[src/rtl/pipe_ctrl_pkg.sv]
// Shared types and constants for the pipeline stall/flush controller.
package pipe_ctrl_pkg;

  typedef enum logic [1:0] {
    RUN  = 2'd0,
    WAIT = 2'd1,
    ERR  = 2'd2
  } ctrl_state_e;

  localparam int REG_ZERO        = 0;
  localparam int DEF_MEM_TIMEOUT = 64;
  localparam int WAIT_CNT_W      = 8;

  // Bundle of all pipeline-register hold/bubble controls, MSB first.
  typedef struct packed {
    logic pc_stall;
    logic if_id_stall;
    logic if_id_flush;
    logic id_ex_stall;
    logic id_ex_flush;
    logic ex_mem_stall;
    logic mem_wb_flush;
  } ctrl_out_t;

  localparam ctrl_out_t CTRL_IDLE     = 7'b000_0000;
  localparam ctrl_out_t CTRL_FREEZE   = 7'b110_1011;
  localparam ctrl_out_t CTRL_REDIRECT = 7'b001_0100;
  localparam ctrl_out_t CTRL_LU       = 7'b110_0100;

endpackage

[src/rtl/hazard_lu_detect.sv]
// Combinational load-use comparator: ID source registers against the EX load destination.
module hazard_lu_detect
  import pipe_ctrl_pkg::*;
#(
  parameter int REG_AW = 5
) (
  input  logic [REG_AW-1:0] id_rs1,
  input  logic [REG_AW-1:0] id_rs2,
  input  logic              id_rs1_re,
  input  logic              id_rs2_re,
  input  logic [REG_AW-1:0] ex_rd,
  input  logic              ex_wb_ena,
  input  logic              ex_is_load,
  output logic              lu
);

  localparam logic [REG_AW-1:0] ZERO_ADDR = REG_AW'(REG_ZERO);

  logic rs1_hit;
  logic rs2_hit;

  assign rs1_hit = id_rs1_re && (id_rs1 == ex_rd);
  assign rs2_hit = id_rs2_re && (id_rs2 == ex_rd);
  // x0 is hardwired, so a load targeting it never creates a dependency.
  assign lu = ex_is_load && ex_wb_ena && (ex_rd != ZERO_ADDR) && (rs1_hit || rs2_hit);

endmodule

[src/rtl/pipe_hazard_ctrl.sv]
// Central stall/flush controller: load-use bubbles, redirect flushes, DRAM wait/timeout FSM.
// Optional performance counters are built when HAZARD_PERF_EN is defined.
module pipe_hazard_ctrl
  import pipe_ctrl_pkg::*;
#(
  parameter int REG_AW      = 5,
  parameter int MEM_TIMEOUT = DEF_MEM_TIMEOUT,
  parameter int CNT_W       = 32
) (
  input  logic              clk,
  input  logic              rst,
  input  logic [REG_AW-1:0] id_rs1,
  input  logic [REG_AW-1:0] id_rs2,
  input  logic              id_rs1_re,
  input  logic              id_rs2_re,
  input  logic [REG_AW-1:0] ex_rd,
  input  logic              ex_wb_ena,
  input  logic              ex_is_load,
  input  logic              ex_redirect,
  input  logic              mem_req,
  input  logic              dram_ready,
  output logic              pc_stall,
  output logic              if_id_stall,
  output logic              if_id_flush,
  output logic              id_ex_stall,
  output logic              id_ex_flush,
  output logic              ex_mem_stall,
  output logic              mem_wb_flush,
  output logic              mem_err,
  output logic              busy
`ifdef HAZARD_PERF_EN
  ,
  output logic [CNT_W-1:0]  cnt_lu_stall,
  output logic [CNT_W-1:0]  cnt_flush,
  output logic [CNT_W-1:0]  cnt_mem_wait
`endif
);

  localparam logic [WAIT_CNT_W-1:0] WAIT_LAST = WAIT_CNT_W'(MEM_TIMEOUT - 1);

  if ((MEM_TIMEOUT < 2) || (MEM_TIMEOUT > 255) || (CNT_W < 1)) begin : g_param_bad
    $error("pipe_hazard_ctrl: MEM_TIMEOUT must be 2..255 and CNT_W >= 1");
  end

  ctrl_state_e           state;
  ctrl_state_e           state_nxt;
  logic [WAIT_CNT_W-1:0] wait_cnt;
  logic [WAIT_CNT_W-1:0] wait_cnt_nxt;
  logic                  err_flag;
  logic                  err_flag_nxt;
  logic                  lu;
  logic                  lu_stall;
  logic                  redir_flush;
  ctrl_out_t             outs;

  hazard_lu_detect #(
    .REG_AW (REG_AW)
  ) u_lu (
    .id_rs1     (id_rs1),
    .id_rs2     (id_rs2),
    .id_rs1_re  (id_rs1_re),
    .id_rs2_re  (id_rs2_re),
    .ex_rd      (ex_rd),
    .ex_wb_ena  (ex_wb_ena),
    .ex_is_load (ex_is_load),
    .lu         (lu)
  );

  // Next-state, wait counter and pipeline control decode.
  always_comb begin
    state_nxt    = state;
    wait_cnt_nxt = wait_cnt;
    err_flag_nxt = err_flag;
    outs         = CTRL_IDLE;
    lu_stall     = 1'b0;
    redir_flush  = 1'b0;
    if (rst) begin
      outs = CTRL_IDLE;
    end else begin
      case (state)
        RUN: begin
          // A pending DRAM access beats a redirect; the held EX replays it afterwards.
          if (mem_req && !dram_ready) begin
            state_nxt    = WAIT;
            wait_cnt_nxt = 8'd1;
            outs         = CTRL_FREEZE;
          end else if (ex_redirect) begin
            outs        = CTRL_REDIRECT;
            redir_flush = 1'b1;
          end else if (lu) begin
            outs     = CTRL_LU;
            lu_stall = 1'b1;
          end else begin
            outs = CTRL_IDLE;
          end
        end
        WAIT: begin
          if (dram_ready) begin
            state_nxt = RUN;
            outs      = CTRL_IDLE;
          end else if (wait_cnt == WAIT_LAST) begin
            state_nxt    = ERR;
            err_flag_nxt = 1'b1;
            outs         = CTRL_FREEZE;
          end else begin
            wait_cnt_nxt = wait_cnt + 8'd1;
            outs         = CTRL_FREEZE;
          end
        end
        ERR: begin
          outs = CTRL_FREEZE;
        end
        default: begin
          state_nxt    = RUN;
          wait_cnt_nxt = 8'd0;
          outs         = CTRL_IDLE;
        end
      endcase
    end
  end

  // State, wait counter and sticky timeout flag.
  always_ff @(posedge clk) begin
    if (rst) begin
      state    <= RUN;
      wait_cnt <= 8'd0;
      err_flag <= 1'b0;
    end else begin
      state    <= state_nxt;
      wait_cnt <= wait_cnt_nxt;
      err_flag <= err_flag_nxt;
    end
  end

  assign pc_stall     = outs.pc_stall;
  assign if_id_stall  = outs.if_id_stall;
  assign if_id_flush  = outs.if_id_flush;
  assign id_ex_stall  = outs.id_ex_stall;
  assign id_ex_flush  = outs.id_ex_flush;
  assign ex_mem_stall = outs.ex_mem_stall;
  assign mem_wb_flush = outs.mem_wb_flush;
  assign mem_err      = err_flag && !rst;
  assign busy         = (state == WAIT) && !rst;

`ifdef HAZARD_PERF_EN
  logic [CNT_W-1:0] lu_cnt;
  logic [CNT_W-1:0] flush_cnt;
  logic [CNT_W-1:0] wait_cyc_cnt;

  // Free-running event counters; natural wrap at 2^CNT_W.
  always_ff @(posedge clk) begin
    if (rst) begin
      lu_cnt       <= '0;
      flush_cnt    <= '0;
      wait_cyc_cnt <= '0;
    end else begin
      lu_cnt       <= lu_cnt + CNT_W'(lu_stall);
      flush_cnt    <= flush_cnt + CNT_W'(redir_flush);
      wait_cyc_cnt <= wait_cyc_cnt + CNT_W'((state == WAIT) || (state == ERR));
    end
  end

  assign cnt_lu_stall = rst ? '0 : lu_cnt;
  assign cnt_flush    = rst ? '0 : flush_cnt;
  assign cnt_mem_wait = rst ? '0 : wait_cyc_cnt;
`else
  logic unused_perf;
  assign unused_perf = lu_stall ^ redir_flush;
`endif

endmodule

[config.mk]
export PLATFORM = sky130hd
export DESIGN_NAME = pipe_hazard_ctrl
export DESIGN_NICKNAME = d
export VERILOG_FILES = /design/src/rtl/pipe_ctrl_pkg.sv /design/src/rtl/hazard_lu_detect.sv /design/src/rtl/pipe_hazard_ctrl.sv
export SDC_FILE = /design/constraint.sdc
export NUM_CORES = 1
export LEC_CHECK = 0
export BUFFER_PORTS_ARGS = -buffer_cell sky130_fd_sc_hd__buf_2
export CAP_MARGIN = 10
export CELL_PAD_IN_SITES_DETAIL_PLACEMENT = 0
export CELL_PAD_IN_SITES_GLOBAL_PLACEMENT = 1
export CORE_MARGIN = 5
export CORE_UTILIZATION = 30
export DETAILED_ROUTE_END_ITERATION = 10
export MAX_ROUTING_LAYER = met4
export PLACE_DENSITY_LB_ADDON = 0.15
export SLEW_MARGIN = 25
export SYNTH_ARGS = -nofsm -noshare
export SYNTH_HDL_FRONTEND = slang
export SYNTH_SLANG_ARGS = --single-unit
export TNS_END_PERCENT = 20
[constraint.sdc]
create_clock -name clk -period 1.8 [get_ports clk]
set_input_delay 0.36 -clock clk [delete_from_list [all_inputs] [get_ports clk]]
set_output_delay 0.36 -clock clk [all_outputs]
set_load 0.02 [all_outputs]
==> results of run 1 <==
area by class of cell:
cell class | instances | area [um^2]
fillers | 265 | 1440
repair buffers | 53 | 377
well taps | 31 | 38.8
clock buffers | 4 | 26.3
inverters | 5 | 18.8
flip-flops and latches | 11 | 223
multi-input cells | 81 | 612
cell families after synthesis:
| kind of cell | count (synthesis) |
|---|---|
| XOR/XNOR | 10 |
| buffers and inverters | 12 |
| AO/OA/AOI/OAI | 23 |
| flip-flops | 11 |
| multiplexers | 3 |
| adder cells (fa/ha/maj) | 1 |
| AND/OR/NAND/NOR | 44 |
worst min-delay path, stage by stage:
cell and delay (ns):
sky130_fd_sc_hd__buf_2 0.09, sky130_fd_sc_hd__or2_4 0.12, sky130_fd_sc_hd__a2111oi_0 0.05
routing by layer:
layer  track usage, %  up-vias  wire length (um)  share of wire [%]
met5                -        -                 0                  0
met4             4.77        0                28                1.3
met3             1.60        2                88                4.0
met2             18.6       26              1050                 48
met1             15.3      397              1030                 47
li1                 -      481                 -                  -
power groups by stage:
stage	clock, W	sequential, W	combinational (W)
detailed placement	0	0.000255	0.000144
global route	0.000195	0.000250	0.000177
global placement	0	0.000255	0.000144
CTS	0.000181	0.000250	0.000155
floorplan	0	0.000254	0.0000872
finish	0.000168	0.000249	0.000160
flip-flops by register name (all words and copies together) (netlist names):
name,cells
err_flag,1
state,2
wait_cnt,8
placed cells by master (no fill, tap or decap), types with 2 or more instances in the layout:
cell type,n
sky130_fd_sc_hd__a2111o_1,2
sky130_fd_sc_hd__a211o_1,2
sky130_fd_sc_hd__a211oi_2,2
sky130_fd_sc_hd__a21oi_1,6
sky130_fd_sc_hd__buf_2,22
sky130_fd_sc_hd__buf_4,22
sky130_fd_sc_hd__buf_6,9
sky130_fd_sc_hd__clkbuf_4,3
sky130_fd_sc_hd__dfxtp_1,9
sky130_fd_sc_hd__dfxtp_2,2
sky130_fd_sc_hd__inv_1,4
sky130_fd_sc_hd__mux2i_1,3
sky130_fd_sc_hd__nand2_1,9
sky130_fd_sc_hd__nand2b_1,4
sky130_fd_sc_hd__nand3_1,7
sky130_fd_sc_hd__nand4_1,3
sky130_fd_sc_hd__nor2_1,4
sky130_fd_sc_hd__nor2b_1,2
sky130_fd_sc_hd__nor3_1,2
sky130_fd_sc_hd__nor4_1,2
sky130_fd_sc_hd__o2111ai_1,2
sky130_fd_sc_hd__xnor2_1,2
sky130_fd_sc_hd__xor2_1,8
what timing repair did:
action	in CTS	in global routing
hold buffers	0	0
setup endpoints to repair	7	11
gates resized for setup	15	9
hold endpoints to repair	0	0
pin swaps	5	7
setup buffers	1	0
worst max-delay path by stage:
stage	slack, ns	from	to
after floorplan	-0.14	rst	pc_stall
after global placement	-0.16	ex_rd[3]	pc_stall
after detailed placement	-0.18	ex_rd[3]	pc_stall
after CTS	-0.14	id_rs1[0]	pc_stall
after global routing	-0.19	id_rs1[0]	if_id_stall
final	-0.12	id_rs1[0]	pc_stall
through the flow:
step / setup slack [ns] / hold slack (ns) / instances / total power, W / area [um^2]
after global routing: -0.189 / 0.394 / 185 / 0.000622 / 1290
after floorplan: -0.144 / 0.429 / 104 / 0.000342 / 882
after global placement: -0.158 / 0.442 / 180 / 0.000399 / 1170
final: -0.118 / 0.395 / 185 / 0.000578 / 1290
after detailed placement: -0.179 / 0.448 / 180 / 0.000399 / 1170
after CTS: -0.141 / 0.383 / 185 / 0.000585 / 1250
==> run_summary.xml, run 1 <==
<?xml version="1.0" encoding="UTF-8"?>
<metrics>
  <group name="yosys">
    <metric name="synth-main-ff-cell" unit="">sky130_fd_sc_hd__dfxtp_1</metric>
    <metric name="yosys.area.top_type_share" unit="%">26.0</metric>
    <metric name="yosys.area_share.simple" unit="%">28.7</metric>
    <metric name="syn_area" unit="um^2">847</metric>
    <metric name="synth_adder_area_share" unit="%">1.48</metric>
    <metric name="cells_taking_the_most_area_after_synthesis" unit="">sky130_fd_sc_hd__dfxtp_1 26%, sky130_fd_sc_hd__xor2_1 8.3%, sky130_fd_sc_hd__nand3_1 4.1%, sky130_fd_sc_hd__nand2_1 4.0%, sky130_fd_sc_hd__a21oi_1 3.5%</metric>
    <metric name="synthXorXnorAreaFrac" unit="%">10.3</metric>
    <metric name="synth.avg_cell_area" unit="um^2">8.14</metric>
    <metric name="synth_seq_cells" unit="">11</metric>
    <metric name="post_synth_most_frequent_cells" unit="">11 x sky130_fd_sc_hd__dfxtp_1, 9 x sky130_fd_sc_hd__nand2_1, 8 x sky130_fd_sc_hd__xor2_1</metric>
    <metric name="synth-compound-area-share" unit="%">22.2</metric>
    <metric name="ys_seq_area_share" unit="%">26.0</metric>
    <metric name="main_combinational_cell_family_by_area_after_synthesis" unit="">simple AND/OR/NAND/NOR gates</metric>
    <metric name="postSynthNetCount" unit="">129</metric>
    <metric name="post-synth-top-area-cell" unit="">sky130_fd_sc_hd__dfxtp_1</metric>
    <metric name="edff_count_synth" unit="">0</metric>
    <metric name="synth.yosys.warnings" unit="">0</metric>
    <metric name="syn_inst" unit="">104</metric>
    <metric name="async_flop_share" unit="%">0</metric>
    <metric name="synthDistinctLibCells" unit="">41</metric>
    <metric name="post_synth_mux_area_share" unit="%">3.55</metric>
    <metric name="synth_most_common_cell" unit="">sky130_fd_sc_hd__dfxtp_1</metric>
  </group>
  <group name="critical_path">
    <metric name="path_common_cell" unit="">sky130_fd_sc_hd__buf_6</metric>
    <metric name="path_buf_inv" unit="">2</metric>
    <metric name="critPathCaptureType" unit="">output pin</metric>
    <metric name="depth_of_the_worst_register_to_register_path" unit="">5</metric>
    <metric name="worstPathArrival" unit="ns">1.56</metric>
    <metric name="crit_chain" unit="">buf_6 -&gt; xor2_1 -&gt; nor4_1 -&gt; a32oi_1 -&gt; o31ai_4 -&gt; buf_6</metric>
    <metric name="worstSetupPathType" unit="">input pin to output pin</metric>
    <metric name="cp_data_required_time" unit="ns">1.44</metric>
    <metric name="regToRegSetupSlack" unit="ns">0.06</metric>
    <metric name="r2r-end" unit="">wait_cnt[0]</metric>
    <metric name="r2r_start" unit="">state[1]</metric>
    <metric name="timing.critical_path.fanout_max" unit="">2</metric>
    <metric name="critical_path.slowest_cell" unit="">sky130_fd_sc_hd__o31ai_4</metric>
    <metric name="critical-path-top-delay-family" unit="">compound AO/OA/AOI/OAI gates</metric>
    <metric name="cp.depth" unit="">6</metric>
    <metric name="critical_path_source_type" unit="">input pin</metric>
    <metric name="critical_path.max_stage_delay" unit="ns">0.32</metric>
  </group>
  <group name="global_route">
    <metric name="grt_start_max_net_pins" unit="">14</metric>
    <metric name="first_global_vias" unit="">911</metric>
    <metric name="antenna_found_initial" unit="">0</metric>
    <metric name="globalRouteOverflowTotal" unit="">0</metric>
    <metric name="grt_pass1_wl" unit="um">3800</metric>
    <metric name="global_route.usage.total" unit="%">11.8</metric>
  </group>
  <group name="run_status">
    <metric name="status" unit="">complete, but fails checks</metric>
    <metric name="failed_checks" unit="">setup timing</metric>
  </group>
  <group name="power">
    <metric name="powerDensity" unit="mW/mm^2">446</metric>
    <metric name="p_switching" unit="W">0.000162</metric>
    <metric name="swShare" unit="%">28.1</metric>
    <metric name="p_int" unit="W">0.000416</metric>
    <metric name="p_clk_share" unit="%">29.1</metric>
    <metric name="seqPwrFrac" unit="%">43.2</metric>
    <metric name="ir_drop" unit="V">0.000261</metric>
    <metric name="comb_power_share" unit="%">27.7</metric>
    <metric name="power.static_leakage" unit="nW">0.543</metric>
  </group>
  <group name="die">
    <metric name="std_cell_rows" unit="">19</metric>
    <metric name="design.core.area" unit="mm^2">0.00273</metric>
    <metric name="ioPinCount" unit="">33</metric>
    <metric name="dieHeight" unit="um">63.1</metric>
    <metric name="initial_core_util" unit="%">31.0</metric>
    <metric name="die_width" unit="um">63.1</metric>
    <metric name="floorplan.die_area" unit="mm^2">0.00399</metric>
  </group>
  <group name="clock_tree">
    <metric name="clkSinkCount" unit="">11</metric>
    <metric name="cts_max_level" unit="">1</metric>
    <metric name="insertion_delay" unit="ns">0.26</metric>
    <metric name="clock_tree_from_tritoncts" unit="">yes</metric>
    <metric name="cts_root_buffer" unit="">sky130_fd_sc_hd__clkbuf_4</metric>
    <metric name="clockBufferDepth" unit="">2</metric>
    <metric name="cts-buffers-inserted" unit="">3</metric>
    <metric name="clkSlewWorstSetupHoldPaths" unit="ns">0.07</metric>
  </group>
  <group name="min_path">
    <metric name="holdCritPathClass" unit="">input pin to flip-flop</metric>
    <metric name="hold_end" unit="">state[0]</metric>
    <metric name="holdPathStages" unit="">3</metric>
    <metric name="hold_path.startpoint" unit="">rst</metric>
  </group>
  <group name="timing">
    <metric name="setup_repair_after_global_routing_missed_its_margin" unit="">true</metric>
    <metric name="finalSetupTns" unit="ns">-0.306</metric>
    <metric name="maxSlewViolCount" unit="">0</metric>
    <metric name="period_share" unit="%">107</metric>
    <metric name="max_clock_freq" unit="GHz">0.521</metric>
    <metric name="setup_viol" unit="">3</metric>
    <metric name="max_slew_margin" unit="%">77.7</metric>
    <metric name="hold_violations_final" unit="">0</metric>
    <metric name="worst_slack" unit="ns">-0.118</metric>
    <metric name="timing_worst_slew_pin_value" unit="ns">0.325</metric>
    <metric name="final.min_clock_period" unit="ns">1.92</metric>
    <metric name="finClkSkew" unit="ns">0.00269</metric>
  </group>
  <group name="layout">
    <metric name="diodes" unit="">0</metric>
    <metric name="finish.net_count" unit="">180</metric>
    <metric name="post_route_cells_drive_above_1_share" unit="%">46.8</metric>
    <metric name="syn_to_final_growth" unit="%">52.9</metric>
    <metric name="fin_util" unit="%">47.4</metric>
  </group>
  <group name="placement">
    <metric name="finalWeightedCongestion" unit="">0.774</metric>
    <metric name="dp.final_hpwl" unit="um">1810</metric>
    <metric name="numPortBuffers" unit="">32</metric>
  </group>
  <group name="routing">
    <metric name="finalWirelength" unit="um">2190</metric>
    <metric name="drt_drc_violations_left" unit="">0</metric>
    <metric name="drt-wirelength-per-cell" unit="um">11.9</metric>
    <metric name="detail-route-antenna-nets" unit="">0</metric>
    <metric name="detail_route.first_pass.iterations" unit="">4</metric>
    <metric name="avgViaCountPerCell" unit="">4.90</metric>
    <metric name="routed-via-count" unit="">906</metric>
    <metric name="drt-initial-drc-count" unit="">45</metric>
  </group>
  <group name="flow_run">
    <metric name="max_cap_viols" unit="">0</metric>
  </group>
</metrics>
Power figures use the tool's default switching activity.
==> run 2: changes to the inputs <==
==> constraint.sdc (replaced) <==
create_clock -name clk -period 1.8 [get_ports clk]
set_input_delay 0.09 -clock clk [delete_from_list [all_inputs] [get_ports clk]]
set_output_delay 0.09 -clock clk [all_outputs]
set_load 0.02 [all_outputs]
==> run_summary.xml, run 2 (synthesis gave the netlist of run 1 again) <==
<?xml version="1.0" encoding="UTF-8"?>
<metrics>
  <group name="critical_path">
    <metric name="worstPathArrival" unit="ns">1.63</metric>
    <metric name="depth_of_the_worst_register_to_register_path" unit="">4</metric>
    <metric name="critical_path_source_type" unit="">flip-flop</metric>
    <metric name="regToRegSetupSlack" unit="ns">0.16</metric>
    <metric name="timing.critical_path.fanout_max" unit="">5</metric>
    <metric name="critPathCaptureType" unit="">output pin</metric>
    <metric name="r2r_start" unit="">state[1]</metric>
    <metric name="r2r-end" unit="">wait_cnt[5]</metric>
    <metric name="cp_data_required_time" unit="ns">1.71</metric>
    <metric name="worstSetupPathType" unit="">flip-flop to output pin</metric>
  </group>
  <group name="layout">
    <metric name="seqCellArea" unit="um^2">221</metric>
    <metric name="largest_reg_flops" unit="">8</metric>
    <metric name="diodes" unit="">0</metric>
    <metric name="multiInputGateArea" unit="um^2">593</metric>
    <metric name="final_cell_mix" unit="">30 x sky130_fd_sc_hd__buf_2, 13 x sky130_fd_sc_hd__buf_4, 10 x sky130_fd_sc_hd__dfxtp_1</metric>
    <metric name="filler_cell_count" unit="">303</metric>
    <metric name="finish.net_count" unit="">172</metric>
    <metric name="post_route_cells_drive_above_1_share" unit="%">40.4</metric>
    <metric name="largestRegisters" unit="">wait_cnt (8), state (2), err_flag (1)</metric>
    <metric name="final_common_cell" unit="">sky130_fd_sc_hd__buf_2</metric>
    <metric name="registers.top_by_ff_count" unit="">wait_cnt</metric>
    <metric name="syn_to_final_growth" unit="%">38.0</metric>
  </group>
  <group name="routing">
    <metric name="finalWirelength" unit="um">2100</metric>
    <metric name="dr_wl_met3" unit="um">78</metric>
    <metric name="dr_wl_met2" unit="um">980</metric>
    <metric name="avgViaCountPerCell" unit="">5.01</metric>
    <metric name="drt-wirelength-per-cell" unit="um">11.8</metric>
    <metric name="drt_drc_violations_left" unit="">0</metric>
    <metric name="drt-met1-wl" unit="um">1020</metric>
    <metric name="detail-route-antenna-nets" unit="">0</metric>
    <metric name="route.top_layer_used" unit="">met4</metric>
    <metric name="drt-initial-drc-count" unit="">20</metric>
    <metric name="routed-via-count" unit="">886</metric>
    <metric name="detail_route.first_pass.iterations" unit="">4</metric>
  </group>
  <group name="global_route">
    <metric name="grt_start_max_net_pins" unit="">14</metric>
    <metric name="grt_pass1_wl" unit="um">3680</metric>
    <metric name="first_global_vias" unit="">904</metric>
    <metric name="global_route.usage.total" unit="%">11.4</metric>
    <metric name="globalRouteOverflowTotal" unit="">0</metric>
    <metric name="antenna_found_initial" unit="">0</metric>
  </group>
  <group name="die">
    <metric name="std_cell_rows" unit="">19</metric>
    <metric name="floorplan.die_area" unit="mm^2">0.00399</metric>
    <metric name="design.core.area" unit="mm^2">0.00273</metric>
    <metric name="die_width" unit="um">63.1</metric>
    <metric name="ioPinCount" unit="">33</metric>
    <metric name="initial_core_util" unit="%">31.0</metric>
    <metric name="dieHeight" unit="um">63.1</metric>
  </group>
  <group name="timing">
    <metric name="setup_viol" unit="">0</metric>
    <metric name="hold_violations_final" unit="">0</metric>
    <metric name="maxSlewViolCount" unit="">0</metric>
    <metric name="period_share" unit="%">95.6</metric>
    <metric name="finClkSkew" unit="ns">0.000304</metric>
    <metric name="max_slew_margin" unit="%">76.4</metric>
    <metric name="final.min_clock_period" unit="ns">1.72</metric>
    <metric name="fin_worst_hold_slack" unit="ns">0.0579</metric>
    <metric name="setup_repair_after_global_routing_missed_its_margin" unit="">true</metric>
    <metric name="timing_worst_slew_pin_value" unit="ns">0.353</metric>
    <metric name="max_clock_freq" unit="GHz">0.581</metric>
  </group>
  <group name="power">
    <metric name="powerDensity" unit="mW/mm^2">483</metric>
    <metric name="comb_power_share" unit="%">24.4</metric>
    <metric name="p_int" unit="W">0.000396</metric>
    <metric name="p_clk_share" unit="%">31.7</metric>
    <metric name="ir_drop" unit="V">0.000331</metric>
    <metric name="seqPwrFrac" unit="%">43.9</metric>
    <metric name="swShare" unit="%">29.7</metric>
    <metric name="power.static_leakage" unit="nW">0.488</metric>
    <metric name="p_switching" unit="W">0.000168</metric>
    <metric name="power" unit="W">0.000564</metric>
  </group>
  <group name="placement">
    <metric name="numPortBuffers" unit="">32</metric>
    <metric name="dp.final_hpwl" unit="um">1730</metric>
    <metric name="finalWeightedCongestion" unit="">0.733</metric>
  </group>
  <group name="min_path">
    <metric name="hold_path.startpoint" unit="">dram_ready</metric>
    <metric name="holdCritPathClass" unit="">input pin to flip-flop</metric>
    <metric name="holdPathStages" unit="">2</metric>
    <metric name="hold_end" unit="">state[0]</metric>
  </group>
  <group name="clock_tree">
    <metric name="cts_max_level" unit="">1</metric>
    <metric name="clock_tree_from_tritoncts" unit="">yes</metric>
    <metric name="clkSinkCount" unit="">11</metric>
    <metric name="clkSlewWorstSetupHoldPaths" unit="ns">0.08</metric>
    <metric name="clockBufferDepth" unit="">2</metric>
    <metric name="cts-buffers-inserted" unit="">3</metric>
    <metric name="cts_root_buffer" unit="">sky130_fd_sc_hd__clkbuf_4</metric>
    <metric name="postCtsSetupBuffers" unit="">0</metric>
    <metric name="insertion_delay" unit="ns">0.27</metric>
  </group>
  <group name="flow_run">
    <metric name="max_cap_viols" unit="">0</metric>
  </group>
  <group name="run_status">
    <metric name="status" unit="">finished, final reports clean</metric>
  </group>
</metrics>
[run 2: critical path, cell delays in order, from the launching register on]
cell and delay, ns:
sky130_fd_sc_hd__dfxtp_2 0.34, sky130_fd_sc_hd__or2_4 0.25, sky130_fd_sc_hd__or3_4 0.34, sky130_fd_sc_hd__o31ai_4 0.27, sky130_fd_sc_hd__buf_6 0.16
[run 2: area by class of cell]
class	instances	area share, %
inverters	5	1.61
multi-input cells	81	50.7
clock buffers	4	2.25
flip-flops and latches	11	19.0
well taps	31	3.32
repair buffers	45	23.1
[run 2: how the worst max path moves through the flow]
stage | from | end | slack, ns
floorplan | state[1] | pc_stall | 0.11
finish | state[1] | pc_stall | 0.08
global route | state[1] | pc_stall | -0.009
global placement | state[1] | wait_cnt[5] | 0.19
detailed placement | state[1] | wait_cnt[7] | 0.13
CTS | state[1] | pc_stall | 0.007
[run 2: layer usage]
| layer | vias up | global-route usage, % |
|---|---|---|
| met4 | 0 | 4.77 |
| met3 | 2 | 2.13 |
| met5 | - | - |
| met1 | 404 | 14.6 |
| met2 | 20 | 17.6 |
| li1 | 460 | - |
[run 2: through the flow]
step                      setup WS [ns]  util [%]  area (um^2)  instances  TNS, ns
after floorplan                   0.105         -          852        104        0
after global placement            0.190      40.3         1100        173        0
after detailed placement          0.134      40.3         1100        173        0
after CTS                       0.00716      41.2         1130        177        0
after global routing           -0.00874      42.7         1170        177  -0.0157
final                            0.0787      42.7         1170        177        0
[run 2: repair_timing]
action	CTS	global route
endpoints found under the setup margin	0	5
hold buffers	0	0
resized for setup	0	11
[run 2: power by group through the flow]
stage          Clock [W]  Combinational, W  Sequential [W]
3_3_place_gp           0          0.000131        0.000254
3_5_place_dp           0          0.000131        0.000254
5_1_grt         0.000202          0.000153        0.000249
2_1_floorplan          0         0.0000802        0.000254
6_report        0.000179          0.000138        0.000248
4_1_cts         0.000190          0.000131        0.000248
